$ cat config.mk
export PLATFORM = sky130hd
export DESIGN_NAME = uart_core_param
export DESIGN_NICKNAME = d
export VERILOG_FILES = /design/src/rtl/definitions_pkg.sv /design/src/rtl/uart_baud_tick.sv /design/src/rtl/uart_core_param.sv
export SDC_FILE = /design/constraint.sdc
export NUM_CORES = 1
export LEC_CHECK = 0
export ABC_AREA = 1
export BUFFER_PORTS_ARGS = -buffer_cell sky130_fd_sc_hd__buf_2
export CAP_MARGIN = 30
export CORE_ASPECT_RATIO = 1.2
export CORE_MARGIN = 2
export CORE_UTILIZATION = 59
export DETAILED_ROUTE_END_ITERATION = 12
export PLACE_DENSITY = 0.87
export SLEW_MARGIN = 20
export SYNTH_ARGS = -nofsm -noshare
export SYNTH_HDL_FRONTEND = slang
export SYNTH_HIERARCHICAL = 1
export SYNTH_SLANG_ARGS = --single-unit
export TNS_END_PERCENT = 5
$ cat constraint.sdc
create_clock -name clk -period 3.4 [get_ports clk]
set_clock_uncertainty 0.1 [all_clocks]
set_input_delay 0.51 -clock clk [delete_from_list [all_inputs] [get_ports clk]]
set_output_delay 0.51 -clock clk [all_outputs]
set_load 0.005 [all_outputs]
$ cat src/rtl/definitions_pkg.sv
// Shared chip-level definitions: clock/baud rates and UART types.
// Provides uart_parity_e, the TX/RX state enums and UART_DEFAULT_DIV.
package definitions_pkg;

    localparam int CLOCK_RATE = 50_000_000;
    localparam int BAUD_RATE  = 115_200;

    localparam int OVERSAMPLE       = 16;
    localparam int UART_DEFAULT_DIV =
        CLOCK_RATE / (BAUD_RATE * OVERSAMPLE) - 1;

    typedef enum logic [1:0] {
        PARITY_NONE,
        PARITY_EVEN,
        PARITY_ODD
    } uart_parity_e;

    typedef enum logic [2:0] {
        TX_IDLE,
        TX_START,
        TX_DATA,
        TX_PARITY,
        TX_STOP
    } uart_tx_state_e;

    typedef enum logic [2:0] {
        RX_IDLE,
        RX_START,
        RX_DATA,
        RX_PARITY,
        RX_STOP,
        RX_BREAK
    } uart_rx_state_e;

endpackage

$ cat src/rtl/uart_baud_tick.sv
// Oversample tick generator shared by the UART transmitter and receiver.
// Ports: clk, rst (async high), baud_div (cycles per tick - 1), tick (1-clk pulse).
module uart_baud_tick #(
    parameter int DIV_WIDTH = 16
) (
    input  logic                 clk,
    input  logic                 rst,
    input  logic [DIV_WIDTH-1:0] baud_div,
    output logic                 tick
);

    logic [DIV_WIDTH-1:0] cnt_q;
    logic [DIV_WIDTH-1:0] cnt_d;

    // >= rather than == so a lowered divisor cannot strand the counter.
    always_comb begin
        tick  = (cnt_q >= baud_div);
        cnt_d = tick ? '0 : cnt_q + DIV_WIDTH'(1);
    end

    always_ff @(posedge clk or posedge rst) begin
        if (rst) begin
            cnt_q <= '0;
        end else begin
            cnt_q <= cnt_d;
        end
    end

endmodule

$ cat src/rtl/uart_core_param.sv
// Parametrised full-duplex UART: runtime baud divisor, 16x oversampled RX.
// Ports: clk, rst, baudDiv, rxEnabled/txEnabled, txStart/txData -> tx,
//   txBusy, txDone; rx -> rxData, rxBusy, rxDone, rxFrameErr, rxParityErr.
// Define UART_PARITY_EN to enable the PARITY_MODE parity bit.
module uart_core_param
    import definitions_pkg::*;
#(
    parameter int           DATA_BITS   = 8,
    parameter int           STOP_BITS   = 1,
    parameter uart_parity_e PARITY_MODE = PARITY_NONE,
    parameter int           DIV_WIDTH   = 16,
    parameter int           DEFAULT_DIV = UART_DEFAULT_DIV
) (
    input  logic                 clk,
    input  logic                 rst,
    input  logic [DIV_WIDTH-1:0] baudDiv,
    input  logic                 rxEnabled,
    input  logic                 txEnabled,
    input  logic                 txStart,
    input  logic [DATA_BITS-1:0] txData,
    output logic                 tx,
    output logic                 txBusy,
    output logic                 txDone,
    input  logic                 rx,
    output logic [DATA_BITS-1:0] rxData,
    output logic                 rxBusy,
    output logic                 rxDone,
    output logic                 rxFrameErr,
    output logic                 rxParityErr
);

`ifdef UART_PARITY_EN
    localparam bit HAS_PAR = (PARITY_MODE != PARITY_NONE);
`else
    localparam bit HAS_PAR = 1'b0;
`endif

    localparam bit       ODD_PAR   = (PARITY_MODE == PARITY_ODD);
    localparam logic [3:0] LAST_DATA = 4'(DATA_BITS - 1);
    localparam logic [3:0] LAST_STOP = 4'(STOP_BITS - 1);

    logic tick;

    uart_baud_tick #(
        .DIV_WIDTH (DIV_WIDTH)
    ) u_tick (
        .clk      (clk),
        .rst      (rst),
        .baud_div (baudDiv),
        .tick     (tick)
    );

    // ---------------- transmitter ----------------
    uart_tx_state_e       tx_state_q, tx_state_d;
    logic [3:0]           tx_tcnt_q, tx_tcnt_d;
    logic [3:0]           tx_bit_q, tx_bit_d;
    logic [DATA_BITS-1:0] tx_sh_q, tx_sh_d;
    logic                 tx_par_q, tx_par_d;
    logic                 tx_done_q, tx_done_d;
    logic                 tx_out;
    logic                 tx_end;

    always_comb begin
        tx_state_d = tx_state_q;
        tx_tcnt_d  = tx_tcnt_q;
        tx_bit_d   = tx_bit_q;
        tx_sh_d    = tx_sh_q;
        tx_par_d   = tx_par_q;
        tx_done_d  = 1'b0;
        tx_out     = 1'b1;
        tx_end     = tick && (tx_tcnt_q == 4'd15);
        if (tick) begin
            tx_tcnt_d = tx_tcnt_q + 4'd1;
        end
        unique case (tx_state_q)
            TX_IDLE: begin
                if (txStart && txEnabled) begin
                    tx_state_d = TX_START;
                    tx_sh_d    = txData;
                    tx_par_d   = (^txData) ^ ODD_PAR;
                    tx_tcnt_d  = 4'd0;
                end
            end
            TX_START: begin
                tx_out = 1'b0;
                if (tx_end) begin
                    tx_state_d = TX_DATA;
                    tx_bit_d   = 4'd0;
                end
            end
            TX_DATA: begin
                tx_out = tx_sh_q[0];
                if (tx_end) begin
                    tx_sh_d  = tx_sh_q >> 1;
                    tx_bit_d = tx_bit_q + 4'd1;
                    if (tx_bit_q == LAST_DATA) begin
                        tx_state_d = HAS_PAR ? TX_PARITY : TX_STOP;
                        tx_bit_d   = 4'd0;
                    end
                end
            end
            TX_PARITY: begin
                tx_out = tx_par_q;
                if (tx_end) begin
                    tx_state_d = TX_STOP;
                    tx_bit_d   = 4'd0;
                end
            end
            TX_STOP: begin
                if (tx_end) begin
                    tx_bit_d = tx_bit_q + 4'd1;
                    if (tx_bit_q == LAST_STOP) begin
                        tx_state_d = TX_IDLE;
                        tx_done_d  = 1'b1;
                    end
                end
            end
            default: tx_state_d = TX_IDLE;
        endcase
    end

    always_ff @(posedge clk or posedge rst) begin
        if (rst) begin
            tx_state_q <= TX_IDLE;
            tx_tcnt_q  <= 4'd0;
            tx_bit_q   <= 4'd0;
            tx_sh_q    <= '0;
            tx_par_q   <= 1'b0;
            tx_done_q  <= 1'b0;
        end else begin
            tx_state_q <= tx_state_d;
            tx_tcnt_q  <= tx_tcnt_d;
            tx_bit_q   <= tx_bit_d;
            tx_sh_q    <= tx_sh_d;
            tx_par_q   <= tx_par_d;
            tx_done_q  <= tx_done_d;
        end
    end

    assign tx     = tx_out;
    assign txBusy = (tx_state_q != TX_IDLE);
    assign txDone = tx_done_q;

    // ---------------- receiver ----------------
    uart_rx_state_e       rx_state_q, rx_state_d;
    logic                 rx_s1_q, rx_s2_q;
    logic [3:0]           rx_tcnt_q, rx_tcnt_d;
    logic [3:0]           rx_bit_q, rx_bit_d;
    logic [DATA_BITS-1:0] rx_sh_q, rx_sh_d;
    logic                 rx_pend_q, rx_pend_d;
    logic [DATA_BITS-1:0] rx_data_q, rx_data_d;
    logic                 rx_done_q, rx_done_d;
    logic                 rx_ferr_q, rx_ferr_d;
    logic                 rx_perr_q, rx_perr_d;
    logic                 rx_end;

    always_comb begin
        rx_state_d = rx_state_q;
        rx_tcnt_d  = rx_tcnt_q;
        rx_bit_d   = rx_bit_q;
        rx_sh_d    = rx_sh_q;
        rx_pend_d  = rx_pend_q;
        rx_data_d  = rx_data_q;
        rx_done_d  = 1'b0;
        rx_ferr_d  = 1'b0;
        rx_perr_d  = 1'b0;
        rx_end     = tick && (rx_tcnt_q == 4'd15);
        if (tick) begin
            rx_tcnt_d = rx_tcnt_q + 4'd1;
        end
        if (!rxEnabled) begin
            rx_state_d = RX_IDLE;
        end else begin
            unique case (rx_state_q)
                RX_IDLE: begin
                    if (!rx_s2_q) begin
                        rx_state_d = RX_START;
                        rx_tcnt_d  = 4'd0;
                    end
                end
                // Half a bit in: confirm the start bit is real.
                RX_START: begin
                    if (tick && rx_tcnt_q == 4'd7) begin
                        rx_tcnt_d  = 4'd0;
                        rx_bit_d   = 4'd0;
                        rx_state_d = rx_s2_q ? RX_IDLE : RX_DATA;
                    end
                end
                RX_DATA: begin
                    if (rx_end) begin
                        rx_sh_d  = {rx_s2_q, rx_sh_q[DATA_BITS-1:1]};
                        rx_bit_d = rx_bit_q + 4'd1;
                        if (rx_bit_q == LAST_DATA) begin
                            rx_state_d = HAS_PAR ? RX_PARITY : RX_STOP;
                        end
                    end
                end
                RX_PARITY: begin
                    if (rx_end) begin
                        rx_pend_d  = ((^rx_sh_q) ^ rx_s2_q) != ODD_PAR;
                        rx_state_d = RX_STOP;
                    end
                end
                RX_STOP: begin
                    if (rx_end) begin
                        rx_data_d  = rx_sh_q;
                        rx_done_d  = 1'b1;
                        rx_ferr_d  = !rx_s2_q;
                        rx_perr_d  = HAS_PAR && rx_pend_q;
                        rx_state_d = rx_s2_q ? RX_IDLE : RX_BREAK;
                    end
                end
                // Low stop bit: hold off until the line idles high.
                RX_BREAK: begin
                    if (rx_s2_q) begin
                        rx_state_d = RX_IDLE;
                    end
                end
                default: rx_state_d = RX_IDLE;
            endcase
        end
    end

    always_ff @(posedge clk or posedge rst) begin
        if (rst) begin
            rx_s1_q    <= 1'b1;
            rx_s2_q    <= 1'b1;
            rx_state_q <= RX_IDLE;
            rx_tcnt_q  <= 4'd0;
            rx_bit_q   <= 4'd0;
            rx_sh_q    <= '0;
            rx_pend_q  <= 1'b0;
            rx_data_q  <= '0;
            rx_done_q  <= 1'b0;
            rx_ferr_q  <= 1'b0;
            rx_perr_q  <= 1'b0;
        end else begin
            rx_s1_q    <= rx;
            rx_s2_q    <= rx_s1_q;
            rx_state_q <= rx_state_d;
            rx_tcnt_q  <= rx_tcnt_d;
            rx_bit_q   <= rx_bit_d;
            rx_sh_q    <= rx_sh_d;
            rx_pend_q  <= rx_pend_d;
            rx_data_q  <= rx_data_d;
            rx_done_q  <= rx_done_d;
            rx_ferr_q  <= rx_ferr_d;
            rx_perr_q  <= rx_perr_d;
        end
    end

    assign rxData      = rx_data_q;
    assign rxBusy      = (rx_state_q != RX_IDLE);
    assign rxDone      = rx_done_q;
    assign rxFrameErr  = rx_ferr_q;
    assign rxParityErr = rx_perr_q;

endmodule
-- After elaboration in Yosys (flattened, before gate mapping)
Index checks and enable logic that the tools add are counted.
- flip-flop bits (word level): 68
- latch bits: 0
- bits in writable memories: 0
- ROM bits: 0
- input port bits: 30
- output and inout port bits: 15
- word-level logic and storage cells: 125
- memories: 0
- add/subtract/negate cells: 5
- multiply operators: 0
- div/mod/pow operators: 0
- order comparisons: 1
- equality and inequality tests: 31
- shift-type cells: 0
- mux-type cells: 49
- bitwise logic cells: 0
- reduce and logical (&&, ||, !) cells: 23
- operators with widths (kind ; count):
    $mux 4 ; 13
    $mux 3 ; 16
    $ne 3x3->1 const B ; 7
    $ne 2x2->1 const B ; 9
    $pmux 3 s6 ; 1
    $add 16x1->16 const B ; 1
    $add 4x1->4 const B ; 4
    $ge 16x16->1 ; 1
    $mux 16 ; 1
    $mux 8 ; 2
    $pmux 4 s2 ; 2
    $pmux 8 s2 ; 1
    $pmux 3 s5 ; 1
    $reduce_and 7->1 ; 2
    $eq 3x2->1 const B ; 4
    $eq 4x3->1 const B ; 3
    $pmux 4 s3 ; 1
    $eq 3x3->1 const B ; 3
    $mux 1 ; 9
    $reduce_and 3->1 ; 3
    $reduce_bool 3->1 ; 3
    $eq 4x4->1 const B ; 2
    $reduce_and 4->1 ; 2
    $reduce_xor 8->1 ; 1
    other kinds (11) ; 17

-- Logic depth before layout (Yosys ltp)
Gate-level depths: netlist (run 1).
- depth in word-level cells: 5
- mapped depth: 21
- gate-level depth less buffers: 20

-- Modules after synthesis
The synthesis (run 1) kept the hierarchy.
- modules (own cells, without submodules) (module ; instances ; cells each ; area each (um^2) ; seq. area each (um^2)):
    uart_core_param ; 1 ; 338 ; 2788.9 ; 1303.8
    uart_baud_tick ; 1 ; 168 ; 1275.0 ; 400.4

-- Least setup slack after synthesis (run 1)
Ideal clock, no wire load.
- path kind: in2reg
- start point: input baudDiv[3]
- end point: register tx_sh_q[7]
- library setup time: 0.126 ns
- arrival time: 2.224 ns
- data required time: 3.174 ns
- slack: 0.950 ns
- stages on the path: 18
- buffers on the path: 3
- cells stage by stage: inv_1 -> ha_1 -> nand2_1 -> nor2_1 -> nor2_1 -> nand2_1 -> nand2_1 -> nand2_1 -> nand2_1 -> nand2_2 -> buf_6 -> buf_4 -> nand3_1 -> nor2_2 -> nand2_1 -> nand2_4 -> buf_6 -> o21ai_0
- word-level cells in the longest chain between the ends: 4
- RTL lines (element ; line ; source):
    start: declaration ; uart_core_param.sv:16 ; input logic [DIV_WIDTH-1:0] baudDiv,
    $ge 16x16->1 ; uart_baud_tick.sv:17 ; tick = (cnt_q >= baud_div);
    net tick ; uart_core_param.sv:42 ; logic tick;
    $logic_and 1x1->1 ; uart_core_param.sv:71 ; tx_end = tick && (tx_tcnt_q == 4'd15);
    $ne 2x2->1 (no line) ; - ;
    $reduce_and 3->1 (no line) ; - ;
    end signal: assignment ; uart_core_param.sv:134 ; tx_sh_q <= tx_sh_d;
    end: declaration ; uart_core_param.sv:57 ; logic [DATA_BITS-1:0] tx_sh_q, tx_sh_d;
The timed path passes the listed nets, and every way through them passes these cells.
A chain may end at the register's enable or synchronous reset.

-- Final worst setup path (run 1)
- start point: register u_tick.cnt_q[3]
- end point: register tx_bit_q[0]
- word-level cells in the longest chain between the ends: 4
- elaborated cells between the ends (all ways): 6
- classes of those cells: order compare: 1; eq/ne: 3; reduce/logical: 2
- RTL lines (element ; line ; source):
    start: declaration ; uart_baud_tick.sv:12 ; logic [DIV_WIDTH-1:0] cnt_q;
    start signal: assignment ; uart_baud_tick.sv:25 ; cnt_q <= cnt_d;
    $ge 16x16->1 * ; uart_baud_tick.sv:17 ;
    net tick ; uart_core_param.sv:42 ;
    $logic_and 1x1->1 * ; uart_core_param.sv:71 ;
    $ne 2x1->1 (no line) or $ne 2x2->1 (tied branches) ; - ;
    $reduce_and 4->1 (no line) * ; - ;
    end signal: assignment ; uart_core_param.sv:133 ; tx_bit_q <= tx_bit_d;
    end: declaration ; uart_core_param.sv:56 ; logic [3:0] tx_bit_q, tx_bit_d;
Mark *: on every way through the listed nets, which the timed path passes. The rest lies on a longest branch.

==> results of run 1 <==
where the power goes:
part / switching, mW / internal [mW] / total (mW)
clock: 0.326 / 0.492 / 0.818
combinational: 0.312 / 0.199 / 0.511
sequential: 0.120 / 0.900 / 1.02
Yosys cell counts (3+ instances only):
cell type and count:
nand2_1 130, nand3_1 25, dfrtp_1 66, nor2_2 8, xor2_1 13, ha_1 23
nand2_2 7, inv_2 7, buf_6 3, o21ai_2 8, o21ai_0 26, buf_4 3
xnor2_1 6, nor2_4 4, nand4_1 4, a21oi_1 15, nor3_1 5, inv_1 78
nor2_1 39, nand2_4 4, o21ai_1 5
worst reg2reg max path, cell delays in order (launching register included):
cell and delay [ns]:
dfrtp_1 0.43, ha_1 0.32, nand2_1 0.07, nor2_1 0.11, nor2_1 0.05, nand2_1 0.06
nand2_1 0.05, nand2_1 0.07, nand2_1 0.06, nand2_2 0.26, nand3_1 0.22, nor2_2 0.28
nand2_1 0.14, inv_1 0.15, nand2_1 0.10, a21oi_1 0.14
metal layers:
metal,up-vias,global-route usage,wire length [µm]
met2,79,0.4356,4373
li1,1675,-,-
met5,-,0,0
met4,0,0.09746,172
met1,1570,0.2565,3311
met3,16,0.05736,294
layout make-up:
class	instances	area, µm²
fillers	551	2195
well taps	87	108.9
clock inverters	7	123.9
inverters	86	322.8
multi-input cells	343	1951
repair buffers	45	242.7
clock buffers	9	123.9
flip-flops and latches	68	1704
kinds of logic after synthesis:
| logic type | Yosys count | synth area share |
|---|---|---|
| flops | 68 | 0.4193 |
| mux | 1 | 0.002771 |
| compound gates | 63 | 0.09298 |
| buf+inv | 95 | 0.1007 |
| simple gates | 236 | 0.2715 |
| fa+ha+maj | 23 | 0.07081 |
| other cells | 1 | 0.0009228 |
| xor+xnor | 19 | 0.04095 |
registers in the layout (all words and copies together) (netlist names):
| name | cells |
|---|---|
| tx_par_q | 1 |
| tx_bit_q | 4 |
| tx_sh_q | 8 |
| tx_tcnt_q | 4 |
| rxDone | 1 |
| rx_s1_q | 1 |
| rxFrameErr | 1 |
| rx_state_q | 3 |
| rx_tcnt_q | 4 |
| rx_bit_q | 4 |
| rxData | 8 |
| u_tick/cnt_q | 16 |
| rx_sh_q | 8 |
| tx_state_q | 3 |
| txDone | 1 |
| rx_s2_q | 1 |
placed cells by master (no fill, tap or decap), types with 2 or more instances in the layout:
cell type / instances
nor3_1: 5
clkinv_4: 2
inv_2: 8
inv_1: 77
or2_2: 2
nand2_1: 130
nand2_2: 7
o2111ai_1: 2
nor3_4: 2
dfstp_2: 2
nor2_1: 39
ha_1: 23
nand4_1: 4
xnor2_1: 6
a21oi_1: 15
nor2_4: 4
o21ai_2: 8
nand3_2: 2
buf_2: 43
bufinv_16: 3
clkbuf_8: 9
o21a_1: 2
dfrtp_1: 66
o21ai_1: 5
nand2_4: 4
o21ai_0: 26
nor2_2: 8
o22ai_1: 2
xor2_1: 13
nand3_1: 25
final timing paths:
| check | slack [ns] | cells after the start | endpoint |
|---|---|---|---|
| min in group clk | 0.16 | 1 | rx_s1_q |
| worst max-delay path | 0.71 | 15 | tx_bit_q[0] |
| max in group asynchronous | 2.56 | 3 | rx_s2_q |
| worst max register to register | 0.71 | 15 | tx_bit_q[0] |
| worst min register to register | 0.26 | 0 | rx_s2_q |
| worst min-delay path | 0.06 | 2 | rx_state_q[2] |
==> metrics.txt, run 1 <==
initial antenna violation count=0; reg2reg start=u_tick/cnt_q[3]; min Tclk post-route=between 2 and 3 ns; CTS tree=yes; layout net count=606; Core Box Area=6771 µm²; router iterations before antenna repair=4; area delta synth->final=12.62%; outcome=complete, no violations; Crit. End Element=register; final setup TNS=0 ns; PostCTS Resize Cnt=0; number of diodes=0; die area=7570 µm²; Pwr Density=513.2 nW/µm²; Root Driver=clkbuf_8; first-pass GRT wire length=approximately 14,000 µm; dpl ws=roughly 0.61 ns; Final ANT Viol Nets=0; CP Cell Sequence=ha_1, nand2_1, nor2_1, nor2_1, nand2_1, nand2_1, nand2_1, nand2_1, nand2_2, nand3_1, nor2_2, nand2_1, inv_1, nand2_1, a21oi_1; Max FO, Critical Path=17; port bufs=43; most used cell along the critical path=nand2_1; flip-flop and latch count after synthesis=a little under 70; Worst path slowest cell=dfrtp_1; final worst-path setup slack=0.7059 ns; wire per inst=between 10 and 15 µm; Longest Clk Path Bufs=2; Max Cap Violations=0; sequential share of the synthesized area=0.4193; Final setup viols=0; Routed WL=between 8000 and 9000 µm; Total GRT Usage=0.2360; vias in the first global route=3,425; Peak VDD IR=0.2845 mV; Async S/R FF share, synth=1.000; share of cells above drive strength 1=0.2025; Starting Density=0.6001; Top-Level Pins=45; Max Slew Vio Count=0; YS warnings=6; final hold slack=0.06247 ns; CTS sink count=68; vias=3,340; die width=79.76 µm; CP top delay family=simple AND/OR/NAND/NOR gates; clock latency at the later pin of the worst-skew pair=between 0.3 and 0.4 ns; Synth Area per Inst=8.031 µm²; worst-margin pin slew=0.6084 ns; CP startpoint=u_tick/cnt_q[3]; Placer Congestion=~0.9; largest net degree at the start of global routing=37; Mapped Nets=559; Arrival @ worst endpoint=around 2.9 ns; ys flop type=dfrtp_1; Final Hold Violating Endpoints=0; Final Util=0.6759; Placed Area=between 4000 and 5000 µm²; LEAKAGE=2.463 nW; Worst Hold Class=in2async; cells after synthesis=506; relative slew slack=0.5939; Pwr Total=2.349 mW; number of buffers created by CTS=9; setup bufs post-CTS=0; Post-CTS Hold Fix Bufs=0; Worst path max stage delay=0.43 ns; Placed Cells=629; final instance area=roughly 4600 µm²; unique cell type count in the Yosys netlist=40; hpwl dp=5997 µm; Tcrit/Tclk final=0.7924; FMAX=~0.37 GHz; Worst-path clk slew=0.08 ns; Final Instance Count excl. Fillers=645; post-synth top area share=0.4064; synthesized area=4064 µm²; Starting DRT DRC Count=171; Residual DRC=0; buffers and inverters on the worst path=1; Die Height=between 90 and 100 µm; row cnt=33; critical path class=reg2reg; CP required=3.57 ns; Post-synth EDFFs=0; RSZ-0062 raised after global routing=no; Synth area leader=dfrtp_1; H-tree levels=3; gr ovfl total=0; CP Launch Type=register; vias per inst=5.178; top post-synthesis cells by area=dfrtp_1, nand2_1, inv_1, ha_1, nor2_1
(Power assumes the default switching activity.)
==> inputs of run 2 (changes only) <==
Clock period 3.4 ns to 2.7 ns, I/O delays scaled along.
==> metrics.txt, run 2 (synthesized netlist as in run 1, its figures left out) <==
layout net count=607 (was 606); largest net degree at the start of global routing=53 (was 37); wire per inst=12.13 µm (was 12.64 µm); Reg with most FFs=u_tick/cnt_q (unchanged); relative slew slack=0.5713 (was 0.5939); first-pass GRT wire length=13,570 µm (was 14,090 µm); reg2reg start=u_tick/cnt_q[3] (unchanged); P_sw=0.9542 mW (was 0.7585 mW); Core Box Area=6771 µm² (unchanged); Internal Power=1.812 mW (was 1.590 mW); RSZ-0062 raised after global routing=no (unchanged); FMAX=0.4079 GHz (was 0.3712 GHz); area delta synth->final=11.39% (was 12.62%); Placer Congestion=0.8763 (was 0.8993); Root Driver=clkbuf_8 (unchanged); LEAKAGE=2.440 nW (was 2.463 nW); most common cell after layout, fill and taps aside=nand2_1 (unchanged); Top-Level Pins=45 (unchanged); Arrival @ worst endpoint=2.59 ns (was 2.86 ns); R2R depth=18 (was 15); Max Slew Vio Count=0 (unchanged); setup bufs post-CTS=0 (unchanged); die area=7570 µm² (unchanged); PostCTS Resize Cnt=0 (unchanged); port bufs=43 (unchanged); switch share=0.3450 (was 0.3229); CTS tree=yes (unchanged); Final Hold Violating Endpoints=0 (unchanged); row cnt=33 (unchanged); H-tree levels=3 (unchanged); Max FO, Critical Path=8 (was 17); Tcrit/Tclk final=0.9080 (was 0.7924); CTS sink count=68 (unchanged); Pwr Density=611.0 nW/µm² (was 513.2 nW/µm²); number of diodes=0 (unchanged); gr ovfl total=0 (unchanged); CP required=2.84 ns (was 3.57 ns); clock latency at the later pin of the worst-skew pair=0.35 ns (was 0.34 ns); Final ANT Viol Nets=0 (unchanged); Longest Clk Path Bufs=2 (unchanged); critical path class=reg2reg (unchanged); Peak VDD IR=0.3332 mV (was 0.2845 mV); Die Height=94.92 µm (unchanged); Residual DRC=0 (unchanged); Worst Hold Class=in2async (unchanged); share of cells above drive strength 1=0.2057 (was 0.2025); Total GRT Usage=0.2271 (was 0.2360); vias per inst=5.107 (was 5.178); Routed WL=7834 µm (was 8151 µm); router iterations before antenna repair=4 (unchanged); Worst R2R End=rx_state_q[0] (was tx_bit_q[0]); vias=3,299 (was 3,340); Worst-path clk slew=0.08 ns (about the same); most frequent cells in the layout=nand2_1, inv_1, dfrtp_1 (unchanged); Final Util=0.6685 (was 0.6759); Starting DRT DRC Count=187 (was 171); worst-margin pin slew=0.6430 ns (was 0.6084 ns); Starting Density=0.6001 (unchanged); Crit. End Element=register (unchanged); Combinational Power Share=0.230 (was 0.218); R2R Setup Slk=0.25 ns (was 0.71 ns); vias in the first global route=3,291 (was 3,425); Post-CTS Hold Fix Bufs=0 (unchanged); number of buffers created by CTS=9 (unchanged); die width=79.76 µm (unchanged); hpwl dp=5853 µm (was 5997 µm); initial antenna violation count=0 (unchanged); Flop pwr share=0.465 (was 0.434); Max Cap Violations=0 (unchanged); CP Launch Type=register (unchanged); Clk pwr share=0.305 (was 0.348); final setup TNS=0 ns (unchanged); min Tclk post-route=2.452 ns (was 2.694 ns); max reg flops=16 (unchanged); Final setup viols=0 (unchanged); outcome=complete, no violations (unchanged)
## run 2: cell count changes in the layout (fill, tap and decap cells not counted), sizes merged
cell      before  now
bufinv         3    1
buf           45   46
clkinv         3    4
clkinvlp       1    2
## run 2: critical path, cell delays in order, from the launching register on
cell,delay (ns)
dfrtp_1,0.45
ha_1,0.33
nand2_1,0.07
nor2_1,0.10
nor2_1,0.04
nand2_1,0.06
nand2_1,0.06
nand2_1,0.06
nand2_1,0.06
nand2_2,0.15
nand2_1,0.08
inv_1,0.10
nand2_2,0.11
nand3_1,0.11
nand2_1,0.06
nor2_2,0.19
nand2_2,0.08
nand2_1,0.06
nand2_1,0.06
## run 2: layout make-up
class / count / area, µm²
multi-input cells: 343 / 1953
inverters: 86 / 322.8
repair buffers: 46 / 237.7
flip-flops and latches: 68 / 1704
well taps: 87 / 108.9
clock buffers: 9 / 123.9
clock inverters: 7 / 76.32
fillers: 567 / 2245
## run 2: stage by stage
stage	cell area (µm²)	hold slack [ns]	power, mW	cells	setup WS, ns
after floorplan	4064	0.2187	1.788	506	0.3521
after global placement	4324	0.2476	1.882	630	0.2831
after detailed placement	4324	0.2484	1.940	630	0.1864
after CTS	4524	0.03934	2.786	646	0.2378
after global routing	4527	0.04143	2.946	646	0.01258
final	4527	0.03869	2.766	646	0.2483
## run 2: how the worst max path moves through the flow
| stage | startpoint | to | cells after the start |
|---|---|---|---|
| global placement | baudDiv[3] | rx_state_q[0] | 20 |
| CTS | u_tick/cnt_q[3] | rx_state_q[0] | 18 |
| global route | u_tick/cnt_q[3] | rxData[4] | 15 |
| finish | u_tick/cnt_q[3] | rx_state_q[0] | 18 |
| detailed placement | baudDiv[3] | rx_state_q[0] | 20 |
| floorplan | u_tick/cnt_q[3] | tx_sh_q[7] | 17 |
## run 2: power by group through the flow
| stage | clock [mW] | combinational, mW | sequential (mW) |
|---|---|---|---|
| floorplan | 0 | 0.540 | 1.25 |
| global placement | 0 | 0.588 | 1.29 |
| detailed placement | 0 | 0.634 | 1.31 |
| CTS | 0.861 | 0.638 | 1.29 |
| global route | 0.918 | 0.723 | 1.30 |
| finish | 0.845 | 0.636 | 1.29 |
## run 2: routing by layer
layer / track usage / routed length [µm] / part of all wire
met5: 0 / 0 / 0
met4: 0.1073 / 175 / 0.022
met3: 0.03155 / 252 / 0.032
met2: 0.4216 / 4171 / 0.53
met1: 0.2542 / 3235 / 0.41
==> inputs of run 3 (changes only) <==
Settings changed: CORE_MARGIN 2 to not set.
==> metrics.txt, run 3 (synthesized netlist as in run 1, its figures left out) <==
outcome=complete, no violations (unchanged); Worst path slowest cell=dfrtp_1 (unchanged); number of buffers created by CTS=9 (unchanged); Root Driver=clkbuf_8 (unchanged); Core Box Area=6526 µm² (was 6771 µm²); most common cell after layout, fill and taps aside=nand2_1 (unchanged); hpwl dp=5790 µm (was 5853 µm); Worst-path clk slew=0.07 ns (was 0.08 ns); area delta synth->final=12.50% (was 11.39%); die width=77.76 µm (was 79.76 µm); Routed WL=8059 µm (was 7834 µm); clock latency at the later pin of the worst-skew pair=0.34 ns (was 0.35 ns); port bufs=43 (unchanged); Starting Density=0.6227 (was 0.6001); CP required=2.84 ns (about the same); Placer Congestion=0.9292 (was 0.8763); CP top delay family=simple AND/OR/NAND/NOR gates (unchanged); Max Slew Vio Count=0 (unchanged); CTS tree=yes (unchanged); CTS sink count=68 (unchanged); vias per inst=5.271 (was 5.107); vias in the first global route=3,390 (was 3,291); Final setup viols=0 (unchanged); Pwr Density=628.5 nW/µm² (was 611.0 nW/µm²); Starting DRT DRC Count=219 (was 187); FMAX=0.3991 GHz (was 0.4079 GHz); worst-margin pin slew=0.5991 ns (was 0.6430 ns); first-pass GRT wire length=14,260 µm (was 13,570 µm); CP Launch Type=register (unchanged); buffers and inverters on the worst path=1 (unchanged); Top-Level Pins=45 (unchanged); number of diodes=0 (unchanged); Arrival @ worst endpoint=2.64 ns (was 2.59 ns); Die Height=92.92 µm (was 94.92 µm); Max FO, Critical Path=9 (was 8); Longest Clk Path Bufs=2 (unchanged); row cnt=32 (was 33); wire per inst=12.48 µm (was 12.13 µm); Peak VDD IR=0.3702 mV (was 0.3332 mV); most used cell along the critical path=nand2_1 (unchanged); max reg flops=16 (unchanged); relative slew slack=0.6001 (was 0.5713); Final Hold Violating Endpoints=0 (unchanged); LEAKAGE=2.459 nW (was 2.440 nW); H-tree levels=3 (unchanged); gr ovfl total=0 (unchanged); share of cells above drive strength 1=0.2032 (was 0.2057); Worst Hold Class=in2reg (was in2async); initial antenna violation count=0 (unchanged); min Tclk post-route=2.506 ns (was 2.452 ns); most frequent cells in the layout=nand2_1, inv_1, dfrtp_1 (unchanged); Final ANT Viol Nets=0 (unchanged); die area=7225 µm² (was 7570 µm²); Max Cap Violations=0 (unchanged); critical path class=reg2reg (unchanged); Residual DRC=0 (unchanged); layout net count=609 (was 607); CP Cell Sequence=ha_1, nand2_1, nor2_1, nor2_1, nand2_1, nand2_1, nand2_1, nand2_1, nand2_2, nand2_1, inv_1, nand2_2, nand3_1, nand2_1, nor2_1, nand2_2, nand2_1, nand2_1 (was ha_1, nand2_1, nor2_1, nor2_1, nand2_1, nand2_1, nand2_1, nand2_1, nand2_2, nand2_1, inv_1, nand2_2, nand3_1, nand2_1, nor2_2, nand2_2, nand2_1, nand2_1); Crit. End Element=register (unchanged); Worst path max stage delay=0.44 ns (was 0.45 ns); final setup TNS=0 ns (unchanged); largest net degree at the start of global routing=22 (was 53); RSZ-0062 raised after global routing=no (unchanged); final hold slack=0.05721 ns (was 0.03869 ns); vias=3,405 (was 3,299); Reg with most FFs=u_tick/cnt_q (unchanged); router iterations before antenna repair=5 (was 4); Total GRT Usage=0.2515 (was 0.2271); Tcrit/Tclk final=0.9281 (was 0.9080)
[run 3: area by class of cell]
class / instances / area [µm²]
Timing Repair Buffer: 48 / 255.2
Clock inverter: 5 / 83.83
Inverter: 86 / 322.8
Sequential cell: 68 / 1704
Clock buffer: 11 / 141.4
Multi-Input combinational cell: 343 / 1958
Tap cell: 85 / 106.4
Fill cell: 494 / 1954
[run 3: path summary, 6_finish.rpt]
| check | from | end | slack [ns] | depth (start not counted) |
|---|---|---|---|---|
| max | u_tick/cnt_q[3] | rx_state_q[1] | 0.19 | 18 |
| min | rx | rx_s1_q | 0.06 | 1 |
| max reg2reg | u_tick/cnt_q[3] | rx_state_q[1] | 0.19 | 18 |
| min reg2reg | rx_s1_q | rx_s2_q | 0.28 | 0 |
| max in group asynchronous | rst | rx_s2_q | 1.41 | 4 |
| min in group asynchronous | rst | tx_bit_q[2] | 0.45 | 3 |
[run 3: repair_timing]
item | 4_1_cts | 5_1_grt
setup buffers | 0 | 0
endpoints found under the setup margin | 0 | 2
endpoints found under the hold margin | 12 | 0
resized for setup | 0 | 1
hold buffers | 1 | 0
[run 3: per-stage QoR]
step / cells / instance area [µm²] / power (mW) / util / setup WS, ns
floorplan: 506 / 4064 / 1.788 / - / 0.3521
global placement: 629 / 4329 / 1.883 / 0.6633 / 0.2875
detailed placement: 629 / 4329 / 1.930 / 0.6633 / 0.1665
CTS: 646 / 4564 / 2.882 / 0.6994 / 0.1991
global route: 646 / 4572 / 3.048 / 0.7005 / 0.003487
finish: 646 / 4572 / 2.874 / 0.7005 / 0.1942
[run 3: layer usage]
layer / part of all wire / global-route usage / vias to the layer above
li1: - / - / 1689
met1: 0.43 / 0.2988 / 1605
met2: 0.52 / 0.4403 / 93
met3: 0.035 / 0.04039 / 18
met4: 0.024 / 0.1226 / 0
met5: 0 / 0 / -
[run 3: power by group]
part	switching (mW)	total, mW	internal, mW
registers	0.150	1.28	1.13
clock network	0.394	0.943	0.549
logic	0.397	0.647	0.250
total	0.941	2.87	1.93
